$ cat src/rtl/fifo_pkg.sv
// Shared constants, FSM encoding and sizing helpers for the FIFO read-side unpacker.
package fifo_pkg;

  localparam int FIFO_W = 560;

  typedef enum logic [1:0] {
    ST_IDLE = 2'd0,
    ST_WAIT = 2'd1,
    ST_OUT  = 2'd2
  } state_e;

  function automatic int ns_f(input int in_w, input int out_w);
    return in_w / out_w;
  endfunction

  function automatic int idx_w_f(input int ns);
    return (ns > 1) ? $clog2(ns) : 1;
  endfunction

endpackage

$ cat src/rtl/fifo_rd_unpack_shreg.sv
// Word register that shifts right by OUT_W per accepted slice, so the current slice is always the low bits.
// last is a flop that is high only while the final slice is presented; load takes priority over shift.
module unpack_shreg
  import fifo_pkg::*;
#(
  parameter int IN_W  = FIFO_W,
  parameter int OUT_W = 16
) (
  input  logic             clk,
  input  logic             rst,
  input  logic             load,
  input  logic [IN_W-1:0]  load_dat,
  input  logic             shift,
  output logic [OUT_W-1:0] slice,
  output logic             last
);

  localparam int NS = ns_f(IN_W, OUT_W);
  localparam int IW = idx_w_f(NS);
  localparam logic [IW-1:0] IDX_LAST = IW'(NS - 1);

  logic [IN_W-1:0] word_q, word_d;
  logic [IW-1:0]   idx_q, idx_d;
  logic            last_q, last_d;

  always_comb begin
    word_d = word_q;
    idx_d  = idx_q;
    last_d = last_q;
    if (load) begin
      word_d = load_dat;
      idx_d  = '0;
      last_d = (NS == 1);
    end else if (shift) begin
      // The final shift empties the register, so m_data drops back to zero between words.
      word_d = word_q >> OUT_W;
      if (idx_q == IDX_LAST) begin
        idx_d  = '0;
        last_d = 1'b0;
      end else begin
        idx_d  = idx_q + IW'(1);
        last_d = ((idx_q + IW'(1)) == IDX_LAST);
      end
    end
  end

  always_ff @(posedge clk or posedge rst) begin
    if (rst) begin
      word_q <= '0;
      idx_q  <= '0;
      last_q <= 1'b0;
    end else begin
      word_q <= word_d;
      idx_q  <= idx_d;
      last_q <= last_d;
    end
  end

  assign slice = word_q[OUT_W-1:0];
  assign last  = last_q;

endmodule

$ cat src/rtl/fifo_rd_unpack.sv
// Pops one wide word from the async FIFO read port and streams it out as IN_W/OUT_W slices, LSB first.
// First slice RD_LAT+1 cycles after the pop; m_valid/m_data hold while m_ready is low.
module fifo_rd_unpack
  import fifo_pkg::*;
#(
  parameter int IN_W   = FIFO_W,
  parameter int OUT_W  = 16,
  parameter int RD_LAT = 1,
  parameter int CNT_W  = 16
) (
  input  logic             r_clk,
  input  logic             rst,
  input  logic             fifo_empty,
  output logic             fifo_rd_en,
  input  logic [IN_W-1:0]  fifo_rd_data,
  output logic [OUT_W-1:0] m_data,
  output logic             m_valid,
  input  logic             m_ready,
  output logic             m_last,
  output logic [CNT_W-1:0] word_cnt,
  output logic             busy
);

  localparam int LW = 2;
  localparam logic [LW-1:0] LAT_DONE = LW'(RD_LAT);

  generate
    if (IN_W % OUT_W != 0) begin : g_bad_width
      $error("fifo_rd_unpack: IN_W must be a multiple of OUT_W");
    end
    if (RD_LAT < 1 || RD_LAT > 3) begin : g_bad_lat
      $error("fifo_rd_unpack: RD_LAT must be in 1..3");
    end
  endgenerate

  state_e           state_q, state_d;
  logic             rd_en_q, rd_en_d;
  logic             valid_q, valid_d;
  logic [LW-1:0]    lat_q, lat_d;
  logic [CNT_W-1:0] wcnt_q, wcnt_d;
  logic             busy_q, busy_d;
  logic             load, shift, last;
  logic [OUT_W-1:0] slice;

  always_comb begin
    state_d = state_q;
    rd_en_d = 1'b0;
    valid_d = valid_q;
    lat_d   = lat_q;
    wcnt_d  = wcnt_q;
    load    = 1'b0;
    shift   = 1'b0;
    case (state_q)
      ST_IDLE: begin
        if (!fifo_empty) begin
          rd_en_d = 1'b1;
          lat_d   = '0;
          state_d = ST_WAIT;
        end
      end
      ST_WAIT: begin
        if (lat_q == LAT_DONE) begin
          load    = 1'b1;
          valid_d = 1'b1;
          state_d = ST_OUT;
        end else begin
          lat_d = lat_q + LW'(1);
        end
      end
      ST_OUT: begin
        if (m_ready) begin
          shift = 1'b1;
          // Final slice accepted: chain straight into the next pop to keep the gap at RD_LAT+1.
          if (last) begin
            wcnt_d  = wcnt_q + CNT_W'(1);
            valid_d = 1'b0;
            if (!fifo_empty) begin
              rd_en_d = 1'b1;
              lat_d   = '0;
              state_d = ST_WAIT;
            end else begin
              state_d = ST_IDLE;
            end
          end
        end
      end
      default: state_d = ST_IDLE;
    endcase
    busy_d = (state_d != ST_IDLE);
  end

  always_ff @(posedge r_clk or posedge rst) begin
    if (rst) begin
      state_q <= ST_IDLE;
      rd_en_q <= 1'b0;
      valid_q <= 1'b0;
      lat_q   <= '0;
      wcnt_q  <= '0;
      busy_q  <= 1'b0;
    end else begin
      state_q <= state_d;
      rd_en_q <= rd_en_d;
      valid_q <= valid_d;
      lat_q   <= lat_d;
      wcnt_q  <= wcnt_d;
      busy_q  <= busy_d;
    end
  end

  unpack_shreg #(
    .IN_W  (IN_W),
    .OUT_W (OUT_W)
  ) u_shreg (
    .clk      (r_clk),
    .rst      (rst),
    .load     (load),
    .load_dat (fifo_rd_data),
    .shift    (shift),
    .slice    (slice),
    .last     (last)
  );

  assign fifo_rd_en = rd_en_q;
  assign m_valid    = valid_q;
  assign m_data     = slice;
  assign m_last     = last;
  assign word_cnt   = wcnt_q;
  assign busy       = busy_q;

endmodule

$ cat config.mk
export PLATFORM = sky130hd
export DESIGN_NAME = fifo_rd_unpack
export DESIGN_NICKNAME = d
export VERILOG_FILES = /design/src/rtl/fifo_pkg.sv /design/src/rtl/fifo_rd_unpack_shreg.sv /design/src/rtl/fifo_rd_unpack.sv
export SDC_FILE = /design/constraint.sdc
export NUM_CORES = 1
export LEC_CHECK = 0
export BUFFER_PORTS_ARGS = -buffer_cell sky130_fd_sc_hd__buf_2
export CORE_AREA = 2 2 231 233
export CTS_BUF_LIST = sky130_fd_sc_hd__clkbuf_8
export DETAILED_ROUTE_END_ITERATION = 10
export DIE_AREA = 0 0 233 235
export PLACE_DENSITY_LB_ADDON = 0.08
export SLEW_MARGIN = 20
export SYNTH_ARGS = -nofsm -noshare
export SYNTH_HDL_FRONTEND = slang
export SYNTH_HIERARCHICAL = 1
export SYNTH_SLANG_ARGS = --single-unit
export TNS_END_PERCENT = 1
$ cat constraint.sdc
create_clock -name r_clk -period 39.6 [get_ports r_clk]
set_clock_uncertainty 0.15 [all_clocks]
set_input_delay 0 -clock r_clk [delete_from_list [all_inputs] [get_ports r_clk]]
set_output_delay 0 -clock r_clk [all_outputs]
set_load 0.02 [all_outputs]
==> impl_metrics.ini, run 1 <==
[clock_network]
numCtsBuffers = 99
holdBufCountCts = 774
cts-resized-gates = 0
ctsLongestPathBuffers = 3
root_buffer = clkbuf_8
cts_max_level = 3
cts_setup_buffers = 0
cts_num_sinks = 590

[logic_synthesis]
synth_cell_type_count = 41
synth_area_leaders = dfrtp_1 55%, mux2i_1 20%, o21ai_0 10%, nand2_1 8.1%, clkbuf_1 1.7%
synth_warnings = 6
async_reset_ff_share_pct = 100
synth_top_area_share_pct = 54.8
synth_edf_count = 0
syn_inst = 2587
ys_dominant_reg_cell = dfrtp_1
yosys.area.top_type = dfrtp_1
yosysSeqAreaShare_pct = 54.8
netlist_area_sq_um = 26900
syn_nets = 3156
ys_ff_latch = 590
avgSynthCellArea_sq_um = 10.4

[floorplanning]
die_h_microns = 235
die_w_microns = 233
start_util_pct = 51.5
ios = 600
rows = 84

[run_status]
haltStage = 4_1_cts
status = did not finish
stop_error = [ERROR RSZ-0060] Max buffer count reached.

[placed_design]
gp_congestion = 0.919
dp_hpwl_mm = 54.7
io_buffers = 599
-- through the flow --
| step | util, % | instance area [sq um] | hold slack, ps | setup slack (ps) | cells |
|---|---|---|---|---|---|
| 2_1_floorplan | - | 26900 | -148 | 23590 | 2587 |
| 3_3_place_gp | 57.4 | 30000 | 55.7 | 34190 | 3685 |
| 3_5_place_dp | 57.4 | 30000 | 49.4 | 34050 | 3685 |
-- synthesized netlist by cell type (2+ instances only) --
cell / number
and3_1: 4
or2_2: 2
nand2_1: 581
o21ai_0: 563
xor2_1: 9
nand4_1: 6
nand3b_1: 2
mux2i_1: 544
nor2_1: 8
nor4_1: 2
buf_4: 22
a21oi_1: 2
buf_2: 54
ha_1: 5
buf_6: 3
nand2b_1: 18
xnor2_1: 10
buf_8: 3
or4_4: 2
clkbuf_1: 124
dfrtp_1: 590
nand3_1: 6
inv_1: 9
-- cell families after synthesis --
group | after synthesis | share of synthesized area, %
xor+xnor | 19 | 0.618
flops | 590 | 54.8
compound gates | 573 | 10.8
simple gates | 640 | 9.51
fa+ha+maj | 5 | 0.232
mux | 545 | 20.3
buf+inv | 215 | 3.76
==> inputs of run 2 (changes only) <==
CORE_AREA = unset   (was 2 2 231 233)
CORE_UTILIZATION = 40   (was unset)
CTS_BUF_LIST = unset   (was sky130_fd_sc_hd__clkbuf_8)
DIE_AREA = unset   (was 0 0 233 235)
PLACE_DENSITY_LB_ADDON = 0.15   (was 0.08)
==> run 2 against run 1 <==
The run now ends clean. Synthesized area unchanged. Synthesized cell count did not move.
==> impl_metrics.ini, run 2 <==
[power]
leakage_nw = 16.8
comb_power_share_pct = 29.0
sw_frac_of_total_pct = 34.9
cellPowerDensity_nw_per_um2 = 59.5
p_int_w = 0.00156
ir_worst_vdd_mv = 0.0400
clkPwrFrac_pct = 26.1
p_seq_share_pct = 44.9
p_switching_w = 0.000837

[sta]
relSlewSlack_pct = 26.1
finalSetupViolCount = 0
fin_crit_ps = 5190
rsz0062_at_grt = false
holdWs_ps = 19.4
worst_pin_slew_ps = 1110
tns_ps = 0
max_freq_mhz = 193
slew_viol_final = 0
finalHoldViolCount = 0
finalCritPeriodShare_pct = 13.1

[logic_synthesis]
syn_inst = 2587
synth_edf_count = 0
syn_nets = 3156
async_reset_ff_share_pct = 100
muxShareOfSynthArea_pct = 20.3
synth_compound_area_share_pct = 10.8
synth_area_leaders = dfrtp_1 55%, mux2i_1 20%, o21ai_0 10%, nand2_1 8.1%, clkbuf_1 1.7%
avgSynthCellArea_sq_um = 10.4
synth_cell_type_count = 41
yosys.area_share.adder_pct = 0.232
synthMostInstantiatedCell = dfrtp_1
ys_ff_latch = 590
yosysSeqAreaShare_pct = 54.8
ys_dominant_reg_cell = dfrtp_1
synthTopCellsByCount = 590 x dfrtp_1, 581 x nand2_1, 563 x o21ai_0, 544 x mux2i_1, 124 x clkbuf_1
synth_top_area_share_pct = 54.8
synth_warnings = 6
synthSimpleGateAreaFrac_pct = 9.51
synth_top_family_by_area = multiplexers
netlist_area_sq_um = 26900
synth-xor-area-share_pct = 0.618
yosys.area.top_type = dfrtp_1

[placed_design]
dp_hpwl_mm = 55.9
io_buffers = 599
placed_area_sq_um = 30200
gp_congestion = 0.881

[floorplanning]
die_w_microns = 261
die_h_microns = 261
rows = 94
ios = 600
core-area_sq_um = 66200
start_util_pct = 40.7
dieArea_sq_um = 68300

[run_status]
status = finished clean

[finish]
post-route-util_pct = 60.8
drive_above_1_share_pct = 18.7
syn_to_final_growth_pct = 49.7
final_cell_mix = 778 x dlygate4sd3_1, 599 x buf_2, 590 x dfrtp_1, 581 x nand2_1, 563 x o21ai_0
final_common_cell = dlygate4sd3_1
stdcell_area_sq_um = 40300
largest_reg_flops = 560
regMostFlops = u_shreg/word_q
nNetsFinal = 4412

[routing]
finalWirelength_mm = 93.8
wl_per_cell_microns = 19.6
drc = 0
dr.pass1.iters = 5
detail-route-antenna-nets = 0
vias = 24500
viasPerCell = 5.13
drt_iter0_markers = 2131

[clock_network]
cts_setup_buffers = 0
path_clk_slew_ps = 60
ctsLongestPathBuffers = 3
root_buffer = clkbuf_16
cts_num_sinks = 590
worstSkewPairLatency_ps = 600
cts-resized-gates = 0
holdBufCountCts = 778
cts_max_level = 3
numCtsBuffers = 67
cts_tree = done

[global_route]
antenna_found_initial = 28
grt_pass1_wl_mm = 142
grt_use_total_pct = 26.6
grt_pass1_vias = 25900
grt_max_degree = 300
grt_overflow = 0

[worst_setup_path]
crit_chain = inv_1 > ha_1 > nand2_1 > or2_2 > inv_8 > buf_4 > buf_4 > buf_12 > nand2b_1 > o21ai_0
crit_arrival_ps = 5440
rr_startpoint = lat_q[1]
r2r_cells = 10
start_kind = register
path_class = register to register
critPathSlowestCell = buf_4
critPathRequiredTime_ps = 39850
regToRegSetupSlack_ps = 34410
crit_fanout = 292
slowest_delay_ps = 890
crit_top_cell = buf_4
r2r_end = u_shreg/word_q[547]
cp-end-kind = register

[worst_hold_path]
hp-start = fifo_rd_data[224]
hold_path.class = input pin to register
whs_path_depth = 4
hold_end = u_shreg/word_q[224]

[flow_run]
max_cap_viol_count = 0
run 2: cell counts after synthesis:
Identical to the previous run, type by type.
run 2: final cells by class:
| class | instances | area [sq um] |
|---|---|---|
| flip-flops and latches | 590 | 14800 |
| fillers | 5228 | 25900 |
| multi-input cells | 1782 | 11100 |
| repair buffers | 1393 | 11000 |
| clock inverters | 21 | 246 |
| clock buffers | 94 | 1940 |
| diodes | 24 | 60.1 |
| inverters | 9 | 48.8 |
| well taps | 864 | 1080 |
run 2: logic make-up (layout without fill, tap and decap cells):
family / Yosys count / in the layout
buf+inv: 215 / 1517
xor+xnor: 19 / 19
other cells: 0 / 24
mux: 545 / 545
compound gates: 573 / 573
flops: 590 / 590
simple gates: 640 / 640
fa+ha+maj: 5 / 5
run 2: per-stage QoR:
step | std cells | power [W] | worst slack, ps
floorplan | 2587 | 0.00148 | 23590
global placement | 3859 | 0.00165 | 34740
detailed placement | 3859 | 0.00169 | 34680
CTS | 4752 | 0.00238 | 34650
finish | 4777 | 0.00240 | 34410
global route | 4774 | 0.00254 | 34090
run 2: layer usage:
metal / up-vias / part of all wire (%) / global-route usage, %
li1: 11400 / - / -
met1: 11800 / 40 / 31.6
met2: 920 / 49 / 45.3
met3: 325 / 5.3 / 5.27
met4: 14 / 5.3 / 14.4
met5: - / 0.11 / 0
run 2: power by group through the flow:
| stage | Clock, W | Combinational (W) | Sequential [W] |
|---|---|---|---|
| 2_1_floorplan | 0 | 0.000491 | 0.000985 |
| 6_report | 0.000626 | 0.000695 | 0.00108 |
| 3_3_place_gp | 0 | 0.000583 | 0.00107 |
| 4_1_cts | 0.000638 | 0.000673 | 0.00107 |
| 5_1_grt | 0.000662 | 0.000781 | 0.00110 |
| 3_5_place_dp | 0 | 0.000610 | 0.00108 |
run 2: how the worst max path moves through the flow:
stage / startpoint / end / slack [ps] / cells past startpoint
after floorplan: rst / u_shreg/idx_q[0] / 23590 / 1
after global placement: lat_q[1] / u_shreg/word_q[552] / 34740 / 10
after detailed placement: lat_q[1] / u_shreg/word_q[547] / 34680 / 10
after CTS: lat_q[1] / u_shreg/word_q[547] / 34650 / 10
after global routing: lat_q[1] / u_shreg/word_q[320] / 34090 / 9
final: lat_q[1] / u_shreg/word_q[547] / 34410 / 10
run 2: worst max-delay path: cells and delay by family, from the launching register on:
family | cells | cell delay (ps)
adder cells (fa/ha/maj) | 1 | 170
buffers and inverters | 5 | 3210
AND/OR/NAND/NOR | 3 | 620
AO/OA/AOI/OAI | 1 | 130
flip-flops | 1 | 350
(Power assumes the default switching activity.)
==> inputs of run 3 (changes only) <==
clock period = 5 ns   (was 39.6 ns; I/O delays follow)
==> run 3 against run 2 <==
Synthesized cell count unchanged. The run now fails in 4_1_cts. Synthesized area unchanged.
==> impl_metrics.ini, run 3 <==
[logic_synthesis]
async_reset_ff_share_pct = 100
syn_inst = 2587
synthMostInstantiatedCell = dfrtp_1
ys_ff_latch = 590
syn_nets = 3156
synthTopCellsByCount = 590 x dfrtp_1, 581 x nand2_1, 563 x o21ai_0, 544 x mux2i_1, 124 x clkbuf_1
netlist_area_sq_um = 26900
yosys.area.top_type = dfrtp_1
synth_top_area_share_pct = 54.8
ys_dominant_reg_cell = dfrtp_1
synth_cell_type_count = 41
synth_warnings = 6
synth_area_leaders = dfrtp_1 55%, mux2i_1 20%, o21ai_0 10%, nand2_1 8.1%, clkbuf_1 1.7%
synth_edf_count = 0
avgSynthCellArea_sq_um = 10.4
yosysSeqAreaShare_pct = 54.8

[clock_network]
root_buffer = clkbuf_16
ctsLongestPathBuffers = 3
numCtsBuffers = 68
holdBufCountCts = 800
cts_max_level = 3
cts_num_sinks = 590
cts_setup_buffers = 0
cts-resized-gates = 0

[floorplanning]
ios = 600
rows = 94
die_h_microns = 261
start_util_pct = 40.7
die_w_microns = 261

[placed_design]
gp_congestion = 0.868
dp_hpwl_mm = 57.4
placed_area_sq_um = 30500
io_buffers = 599
place_inst = 3877

[run_status]
stop_error = [ERROR RSZ-0060] Max buffer count reached.
status = did not finish
haltStage = 4_1_cts
-- run 3: cell counts after synthesis --
No cell type changed its count.
-- run 3: logic make-up after synthesis --
logic type / after synthesis / share of synthesized area, %
and+or+nand+nor: 640 / 9.51
muxes: 545 / 20.3
xor gates and xnor gates: 19 / 0.618
buffers and inverters: 215 / 3.76
adders and majority gates: 5 / 0.232
DFF: 590 / 54.8
AOI/OAI and AO/OA: 573 / 10.8
-- run 3: per-stage QoR --
step | setup WS, ps | TNS (ps)
2_1_floorplan | -2870 | -1628220
3_3_place_gp | 2230 | 0
3_5_place_dp | 2150 | 0
